[config.mk]
export PLATFORM = sky130hd
export DESIGN_NAME = delay_line
export DESIGN_NICKNAME = d
export VERILOG_FILES = /design/src/rtl/dl_pkg.sv /design/src/rtl/dl_prescaler.sv /design/src/rtl/delay_line.sv
export SDC_FILE = /design/constraint.sdc
export NUM_CORES = 1
export LEC_CHECK = 0
export CAP_MARGIN = 20
export CORE_MARGIN = 2
export CORE_UTILIZATION = 52
export DETAILED_ROUTE_END_ITERATION = 7
export GPL_ROUTABILITY_DRIVEN = 0
export PLACE_DENSITY = 0.76
export REMOVE_ABC_BUFFERS = 1
export SYNTH_ARGS = -nofsm -noshare
export SYNTH_HDL_FRONTEND = slang
export SYNTH_SLANG_ARGS = --single-unit
[constraint.sdc]
create_clock -name clk_DL -period 2.59 [get_ports clk_DL]
set_input_delay 0.777 -clock clk_DL [delete_from_list [all_inputs] [get_ports clk_DL]]
set_output_delay 0.777 -clock clk_DL [all_outputs]
set_load 0.005 [all_outputs]
[src/rtl/dl_pkg.sv]
// Shared types and constants for the delay_line block.
// The optional burst feature (GAP state) is enabled by defining DL_BURST_EN.
package dl_pkg;

    typedef enum logic [2:0] {
        IDLE,
        DELAY,
        PULSE,
        DONE
`ifdef DL_BURST_EN
        , GAP
`endif
    } dl_state_t;

    localparam logic [1:0] MLT_X1    = 2'd0;
    localparam logic [1:0] MLT_X100  = 2'd1;
    localparam logic [1:0] MLT_X100K = 2'd2;
    localparam logic [1:0] MLT_HALT  = 2'd3;

    localparam int unsigned TB_X1    = 1;
    localparam int unsigned TB_X100  = 100;
    localparam int unsigned TB_X100K = 100000;

    // Wide enough to hold TB_X100K - 1.
    localparam int PS_W = 17;

    function automatic int unsigned div_of(input logic [1:0] sel);
        case (sel)
            MLT_X1:    return TB_X1;
            MLT_X100:  return TB_X100;
            MLT_X100K: return TB_X100K;
            default:   return TB_X1;
        endcase
    endfunction

endpackage

[src/rtl/dl_prescaler.sv]
// Timebase prescaler: one-clock tick every div_of(sel) clocks, no ticks when halted.
module dl_prescaler
    import dl_pkg::*;
(
    input  logic       clk,
    input  logic       rst_n,
    input  logic       clr,
    input  logic [1:0] sel,
    output logic       tick
);

    logic [PS_W-1:0] count;
    logic [PS_W-1:0] last;
    logic            halted;

    assign halted = (sel == MLT_HALT);
    assign last   = PS_W'(div_of(sel) - 1);
    assign tick   = ~halted & (count == last);

    always_ff @(posedge clk or negedge rst_n) begin
        if (!rst_n) begin
            count <= '0;
        end else if (clr || halted) begin
            count <= '0;
        end else if (count == last) begin
            count <= '0;
        end else begin
            count <= count + 1'b1;
        end
    end

endmodule

[src/rtl/delay_line.sv]
// Launch-triggered delayed pulse generator with selectable timebase.
// Defining DL_BURST_EN adds burst/gap inputs and a GAP state for pulse trains.
module delay_line
    import dl_pkg::*;
#(
    parameter int CNT_W = 17
) (
    input  logic             clk_DL,
    input  logic             rst_n,
    input  logic             launch_DL,
    input  logic [1:0]       dl_mlt,
    input  logic [CNT_W-1:0] delay,
    input  logic [CNT_W-1:0] width,
`ifdef DL_BURST_EN
    input  logic [7:0]       burst,
    input  logic [CNT_W-1:0] gap,
`endif
    output logic             DL_out,
    output logic             launch_next,
    output logic             busy
);

    localparam logic [CNT_W-1:0] ONE = CNT_W'(1);

    dl_state_t        state, next_state;
    logic             launch_d, armed, rise, start;
    logic             ps_clr, tick;
    logic [CNT_W-1:0] cnt, cnt_next;
    logic [CNT_W-1:0] delay_l, width_l, width_eff;
    logic [1:0]       mlt_l;
`ifdef DL_BURST_EN
    logic [7:0]       burst_l, pcnt, pcnt_next;
    logic [CNT_W-1:0] gap_l, gap_eff;

    assign gap_eff = (gap_l == '0) ? ONE : gap_l;
`endif

    // armed blocks a launch level that was already high when reset released.
    assign rise      = launch_DL & ~launch_d & armed;
    assign width_eff = (width_l == '0) ? ONE : width_l;
    assign busy      = (state != IDLE);

    dl_prescaler u_prescaler (
        .clk   (clk_DL),
        .rst_n (rst_n),
        .clr   (ps_clr),
        .sel   (mlt_l),
        .tick  (tick)
    );

    always_ff @(posedge clk_DL or negedge rst_n) begin
        if (!rst_n) begin
            launch_d <= 1'b0;
            armed    <= 1'b0;
        end else begin
            launch_d <= launch_DL;
            if (!launch_DL) begin
                armed <= 1'b1;
            end
        end
    end

    always_ff @(posedge clk_DL or negedge rst_n) begin
        if (!rst_n) begin
            state       <= IDLE;
            cnt         <= '0;
            DL_out      <= 1'b0;
            launch_next <= 1'b0;
            delay_l     <= '0;
            width_l     <= '0;
            mlt_l       <= MLT_X1;
`ifdef DL_BURST_EN
            pcnt        <= '0;
            burst_l     <= '0;
            gap_l       <= '0;
`endif
        end else begin
            state       <= next_state;
            cnt         <= cnt_next;
            DL_out      <= (next_state == PULSE);
            launch_next <= (next_state == DONE);
`ifdef DL_BURST_EN
            pcnt        <= pcnt_next;
`endif
            if (start) begin
                delay_l <= delay;
                width_l <= width;
                mlt_l   <= dl_mlt;
`ifdef DL_BURST_EN
                burst_l <= burst;
                gap_l   <= gap;
`endif
            end
        end
    end

    // DELAY compares before counting so delay=0 leaves on the first clock;
    // PULSE/GAP end on the tick that brings the count up to their length.
    always_comb begin
        next_state = state;
        cnt_next   = cnt;
        ps_clr     = 1'b0;
        start      = 1'b0;
`ifdef DL_BURST_EN
        pcnt_next  = pcnt;
`endif
        case (state)
            IDLE: begin
                if (rise) begin
                    next_state = DELAY;
                    cnt_next   = '0;
                    ps_clr     = 1'b1;
                    start      = 1'b1;
`ifdef DL_BURST_EN
                    pcnt_next  = '0;
`endif
                end
            end
            DELAY: begin
                if (!launch_DL) begin
                    next_state = IDLE;
                    cnt_next   = '0;
                    ps_clr     = 1'b1;
                end else if (cnt == delay_l) begin
                    next_state = PULSE;
                    cnt_next   = '0;
                    ps_clr     = 1'b1;
                end else if (tick) begin
                    cnt_next = cnt + ONE;
                end
            end
            PULSE: begin
                if (!launch_DL) begin
                    next_state = IDLE;
                    cnt_next   = '0;
                    ps_clr     = 1'b1;
`ifdef DL_BURST_EN
                    pcnt_next  = '0;
`endif
                end else if (tick) begin
                    if ((cnt + ONE) == width_eff) begin
                        cnt_next = '0;
                        ps_clr   = 1'b1;
`ifdef DL_BURST_EN
                        if (({1'b0, pcnt} + 9'd1) < {1'b0, burst_l}) begin
                            next_state = GAP;
                            pcnt_next  = pcnt + 8'd1;
                        end else begin
                            next_state = DONE;
                        end
`else
                        next_state = DONE;
`endif
                    end else begin
                        cnt_next = cnt + ONE;
                    end
                end
            end
`ifdef DL_BURST_EN
            GAP: begin
                if (!launch_DL) begin
                    next_state = IDLE;
                    cnt_next   = '0;
                    ps_clr     = 1'b1;
                    pcnt_next  = '0;
                end else if (tick) begin
                    if ((cnt + ONE) == gap_eff) begin
                        next_state = PULSE;
                        cnt_next   = '0;
                        ps_clr     = 1'b1;
                    end else begin
                        cnt_next = cnt + ONE;
                    end
                end
            end
`endif
            DONE: begin
                if (!launch_DL) begin
                    next_state = IDLE;
                    cnt_next   = '0;
                end
            end
            default: begin
                next_state = IDLE;
                cnt_next   = '0;
            end
        endcase
    end

endmodule

# Word-level counts from Yosys, hierarchy flattened
# Index checks and enable logic that the tools add are counted.
# totals
register_bits	77
output_inout_bits	3
elab_cells	67
in_bits	39
# classes
bitwise_logic	5
n_reduce_logical	5
n_mux	29
addsub	3
n_eq_ne	15
# ops
op	n
two-way mux 17 bit	11
case mux 17 bit (4 select lines)	1
equality test 17 bit	3
adder 17 x 1 -> 17 bit (second input constant)	2
case mux 17 bit (2 select lines)	1
two-way mux 3 bit	7
zero test 17 bit	1
subtractor 17 x 1 -> 17 bit (second input constant)	1
equality test 3 x 2 -> 1 bit (second input constant)	4
case mux 3 bit (4 select lines)	1
two-way mux 1 bit	7
equality test 2 bit (second input constant)	2
inequality test 2 bit (second input constant)	2
inequality test 4 bit (second input constant)	1
AND reduction 4 bit	1
AND 1 bit	3
equality test 3 x 1 -> 1 bit (second input constant)	1
zero test 3 bit	1
inequality test 3 bit (second input constant)	1
case mux 1 bit (3 select lines)	1
nonzero test 3 bit	1
equality test 2 x 1 -> 1 bit (second input constant)	1
inverter 1 bit	2
logical OR 1 bit	1

# Depth between registers and ports, before layout
# depth
depth_word	10
depth_mapped	12
mapped_depth_nobuf	10

# Hierarchy
# Synthesis repeated with hierarchy kept, for this count alone.
# hier_totals
cells_unflattened	422
hier_area_um2	4384.2
# modules_own_cells
mod	seq_area_each_um2	area_each_um2	cells_each	n_inst
delay_line	1501.4	3349.5	316	1
dl_prescaler	425.4	1034.7	106	1

# Worst setup path after synthesis
# OpenSTA, ideal clock, no wires.
# synth_path
kind	register to register
startpoint	register mlt_l[0]
endpoint	register cnt[3]
n_path_buf	2
required_time_ns	2.464
setup_ns	0.126
synth_period_minus_slack_ns	2.508
path_slack_ns	0.082
path_stages_with_launch	11
arrival_time_ns	2.382
path_cell_list	dfrtp_1 -> inv_1 -> ha_1 -> or4_1 -> o22ai_1 -> nand4_1 -> nor2_1 -> o32ai_2 -> clkbuf_1 -> buf_2 -> a221o_1
# synth_between
elab_chain_cells	7
elab_cells_between_ends	11
classes_between	add/sub (1); eq/ne (6); mux (1); bitwise (2); reduce/logical (1)
# synth_rtl
item	line	source
start: declaration	delay_line.sv:30	logic [1:0] mlt_l;
start signal: assignment	delay_line.sv:88	mlt_l <= dl_mlt;
equality test 2 bit or equality test 2 x 1 -> 1 bit (tied branches)	dl_pkg.sv:28	case (sel)
case mux 17 bit (2 select lines)	dl_pkg.sv:28	
subtractor 17 x 1 -> 17 bit	dl_prescaler.sv:17	assign last = PS_W'(div_of(sel) - 1);
equality test 17 bit	dl_prescaler.sv:18	assign tick = ~halted & (count == last);
AND 1 bit (*)	dl_prescaler.sv:18	
inequality test 4 bit (no line) or inequality test 3 bit (tied branches)	-	
AND reduction 4 bit (no line) (*)	-	
end signal: assignment	delay_line.sv:79	cnt <= cnt_next;
end: declaration	delay_line.sv:28	logic [CNT_W-1:0] cnt, cnt_next;
# Mark *: on every way between the ends. The rest lies on a longest branch, timed or not.
# A chain may end at the register's enable or synchronous reset.

# Worst setup path in the final report
# layout_path
startpoint	register cnt[9]
endpoint	register cnt[2]
# layout_between
elab_chain_cells	6
elab_cells_between_ends	11
classes_between	add/sub (1); eq/ne (3); mux (6); reduce/logical (1)
# layout_rtl
item	line	source
adder 17 x 1 -> 17 bit	delay_line.sv:141	if ((cnt + ONE) == width_eff) begin
equality test 17 bit	delay_line.sv:141	
two-way mux 17 bit	delay_line.sv:141	
two-way mux 17 bit	delay_line.sv:140	end else if (tick) begin
two-way mux 17 bit	delay_line.sv:133	if (!launch_DL) begin
case mux 17 bit (4 select lines)	delay_line.sv:107	case (state)
# Several ways; a longest one is shown, not always the timed one. The select of a mux whose other input is x is not followed.

==> results.md <==
* Number of standard cells after synthesis at 440
* Proportion of synthesized flip-flops having asynchronous set or reset at 100%
* TritonCTS clock tree: built
* Horizontal extent of the die at roughly 97 um
* IR drop worst, VDD at between 0.3 and 0.4 mV
* Met3 usage at 4.84%
* Overall die area at 9350 sq um
* Flip-flop and latch area at 1930 sq um
* Pleak at 2.61 nW
* Maximum root-to-sink buffer count at 2
* Startpoint kind of the worst setup timing path: flop
* First-pass GRT wire length at approximately 18 mm
* Type of the worst min-delay path: in -> async
* Number of remaining DRC errors at 0
* Unrepaired setup endpoints after global routing: yes
* Max Clock Skew at 0.00940 ns
* Number of nets in the final layout at 579
* Area growth from synthesis to final layout at 32.8%
* Ratio of cells with drive above 1 in the final layout at 32.1%
* Met1 track demand over resource in global routing at 29.4%
* Average detailed-routed wire length per instance at approximately 17 um
* Global-route met2 utilization at 40.2%
* First-pass detailed-route iteration total at 4
* CP arrival at 2.89 ns
* Peak clock frequency supported by timing at around 380 MHz
* Cell area after synthesis at 4470 sq um
* Floorplan core area at 8260 sq um
* Initial antenna violation count at 0
* CTS clk-pin slew, worst paths at 0.08 ns
* Total clock buffers created by CTS at 9
* Post-Synthesis Mean Instance Area at 10.2 sq um
* Rows at 33
* Maximum number of pins on one net before global-route repair at 78
* Detail Route Antenna Nets at 0
* Unique cell type count in the Yosys netlist at 60
* CP Capture Type: flop
* Crit Path Max Fanout at 5
* Most used cells in the layout excluding fill and tap cells: 75 x dfrtp_1, 62 x buf_4, 40 x nor2_1, 40 x clkdlybuf4s50_1, 34 x mux2_2
* Detail Placement HPWL at 7.47 mm
* Overflow after GRT at 0
* Result of the run: finished with violations
* Number of global-route vias before repair at 3815
* Crit-path leading delay family: simple AND/OR/NAND/NOR gates
* Starting density of the core at 54.1%
* I/O pin total at 42
* Number of enable flip-flop cells after synthesis at 0
* Setup violators final at 23
* Vias at 3751
* Total negative slack for setup checks at -0.538 ns
* Busiest layer in global routing: met2
* Top FF cell, synth: dfrtp_1
* Antenna Cells at 0
* Post-layout min period at 2.66 ns
* Count of hold-fix buffers inserted at cts at 0
* Number of violations reported at the end of detailed-routing iteration 0 at 193
* WL final at 10.9 mm
* Slowest cell on the critical path: dfrtp_1
* Worst max-slew margin expressed relative to the limit at 61.1%
* Sequence of cells on the critical path: and4_2, nand4_1, xnor2_1, a211oi_2, buf_4, nand4_1, buf_4, a21oi_4, buf_6, o21bai_1, a22o_1
* Critical path data required time at 2.82 ns
* Max-slew violation count at 0
* Pwr/cell area at about 570 nW/um^2
* Port buffer count at 41
* Buffers plus inverters on the worst setup path at 3
* Final Cycle Share at 103%
* Overall fraction of global-route tracks in use at a little under a quarter
* Sequential area share after synthesis at a little over two fifths
* Combined area of the multi-input logic cells at ~2700 sq um
* TritonCTS sink count at 77
* Violations in the final reports: negative setup slack
* Critical path type: reg -> reg
* Post-synthesis register bit count at 77
* Post-place setup slack at -0.221 ns
* Worst Max-Slew Pin Slew at 0.579 ns
* Reported max-cap violation count at 0
* Via density per instance at 5.82
* Most frequent standard cell in the layout excluding fill and tap cells: dfrtp_1
* H-tree Lvls at 3
* Clock latency at the later pin of the worst-skew pair at 0.35 ns
* Number of failing hold endpoints at the final stage at 0
* Max incr delay on CP at 0.47 ns
* Root buf cell: clkbuf_8
* Fillers at slightly below 600
* Worst setup margin at -0.0666 ns
* Y dimension of the die at 96.7 um
* Count of warnings emitted by yosys at 0
-- cells by family (layout without fill, tap and decap cells) --
group,after synthesis,count (layout),share of synthesized area (%)
AO/OA/AOI/OAI,68,68,12.0
multiplexers,34,34,8.57
AND/OR/NAND/NOR,162,163,19.3
flip-flops,77,77,43.1
XOR/XNOR,54,54,10.6
adder cells (fa/ha/maj),6,6,1.68
buffers and inverters,38,136,4.73
other,1,1,0.0839
-- power breakdown --
group / switching [mW] / internal (mW)
logic: 0.406 / 0.516
clock network: 0.432 / 0.523
registers: 0.165 / 1.36
-- sequential cells by signal (all words and copies together) (netlist names) --
register	cells
width_l	17
delay_l	17
u_prescaler.count	17
DL_out	1
cnt	17
state	3
launch_d	1
launch_next	1
armed	1
mlt_l	2
-- through the flow --
stage	total power [mW]	instances	hold WS (ns)	util, %	cell area (sq um)
6_report	3.40	644	0.422	71.9	5940
2_1_floorplan	2.00	413	0.426	-	4300
3_3_place_gp	2.29	621	0.445	64.8	5350
3_5_place_dp	2.33	621	0.455	64.8	5350
5_1_grt	3.59	644	0.457	71.9	5940
4_1_cts	3.34	639	0.447	68.6	5660
-- final cells by class --
type	instances	share of cell area [%]
flip-flops and latches	77	32.5
multi-input cells	326	44.7
well taps	105	2.21
repair buffers	109	16.4
clock inverters	3	0.717
clock buffers	13	2.85
inverters	11	0.696
-- timing repair --
action / CTS / global route
endpoints found under the setup margin: 36 / 37
pin swaps: 7 / 16
setup buffers: 2 / 4
cloned: 0 / 1
gates resized for setup: 20 / 48
-- final timing paths --
kind / endpoint / depth (start not counted) / start / slack (ns)
worst max-delay path: cnt[2]$_DFFE_PN0P_ / 11 / cnt[9]$_DFFE_PN0P_ / -0.07
worst min-delay path: u_prescaler.count[6]$_DFF_PN0_ / 2 / rst_n / 0.42
worst max register to register: cnt[2]$_DFFE_PN0P_ / 11 / cnt[9]$_DFFE_PN0P_ / -0.07
worst min register to register: armed$_DFFE_PN0N_ / 1 / armed$_DFFE_PN0N_ / 0.47
max in group asynchronous: cnt[0]$_DFFE_PN0P_ / 2 / rst_n / 1.79
min in group clk_DL: armed$_DFFE_PN0N_ / 1 / armed$_DFFE_PN0N_ / 0.47
-- metal layers --
layer | up-vias | wire length, um
met5 | - | 0
met2 | 115 | 5500
li1 | 1749 | -
met4 | 0 | 290
met3 | 27 | 540
met1 | 1860 | 4530
-- cell usage after synthesis (2+ instances only) --
master | number | area share [%]
a211oi_1 | 2 | 0.34
a21o_1 | 10 | 1.7
a21oi_1 | 5 | 0.56
a22o_1 | 12 | 2.4
a2bb2oi_1 | 2 | 0.39
a31oi_1 | 3 | 0.42
a41o_1 | 2 | 0.45
and2_1 | 2 | 0.28
and3_1 | 6 | 0.84
and3b_1 | 2 | 0.39
and4_1 | 5 | 0.98
buf_1 | 3 | 0.25
buf_2 | 10 | 1.1
buf_4 | 3 | 0.50
buf_6 | 6 | 1.5
clkbuf_1 | 5 | 0.42
dfrtp_1 | 77 | 43
ha_1 | 6 | 1.7
inv_1 | 11 | 0.92
mux2_2 | 34 | 8.6
nand2_1 | 23 | 1.9
nand2b_1 | 5 | 0.70
nand3_1 | 19 | 2.1
nand4_1 | 18 | 2.5
nor2_1 | 41 | 3.4
nor2b_1 | 7 | 0.98
nor3_1 | 12 | 1.3
nor3b_1 | 3 | 0.50
nor4_1 | 5 | 0.70
o211a_1 | 2 | 0.45
o211ai_1 | 2 | 0.34
o21ai_0 | 6 | 0.67
o21ai_1 | 3 | 0.34
o21bai_1 | 4 | 0.67
o2bb2ai_1 | 2 | 0.39
or3_1 | 4 | 0.56
or4_1 | 3 | 0.50
xnor2_1 | 28 | 5.5
xor2_1 | 26 | 5.1
(Power assumes the default switching activity.)
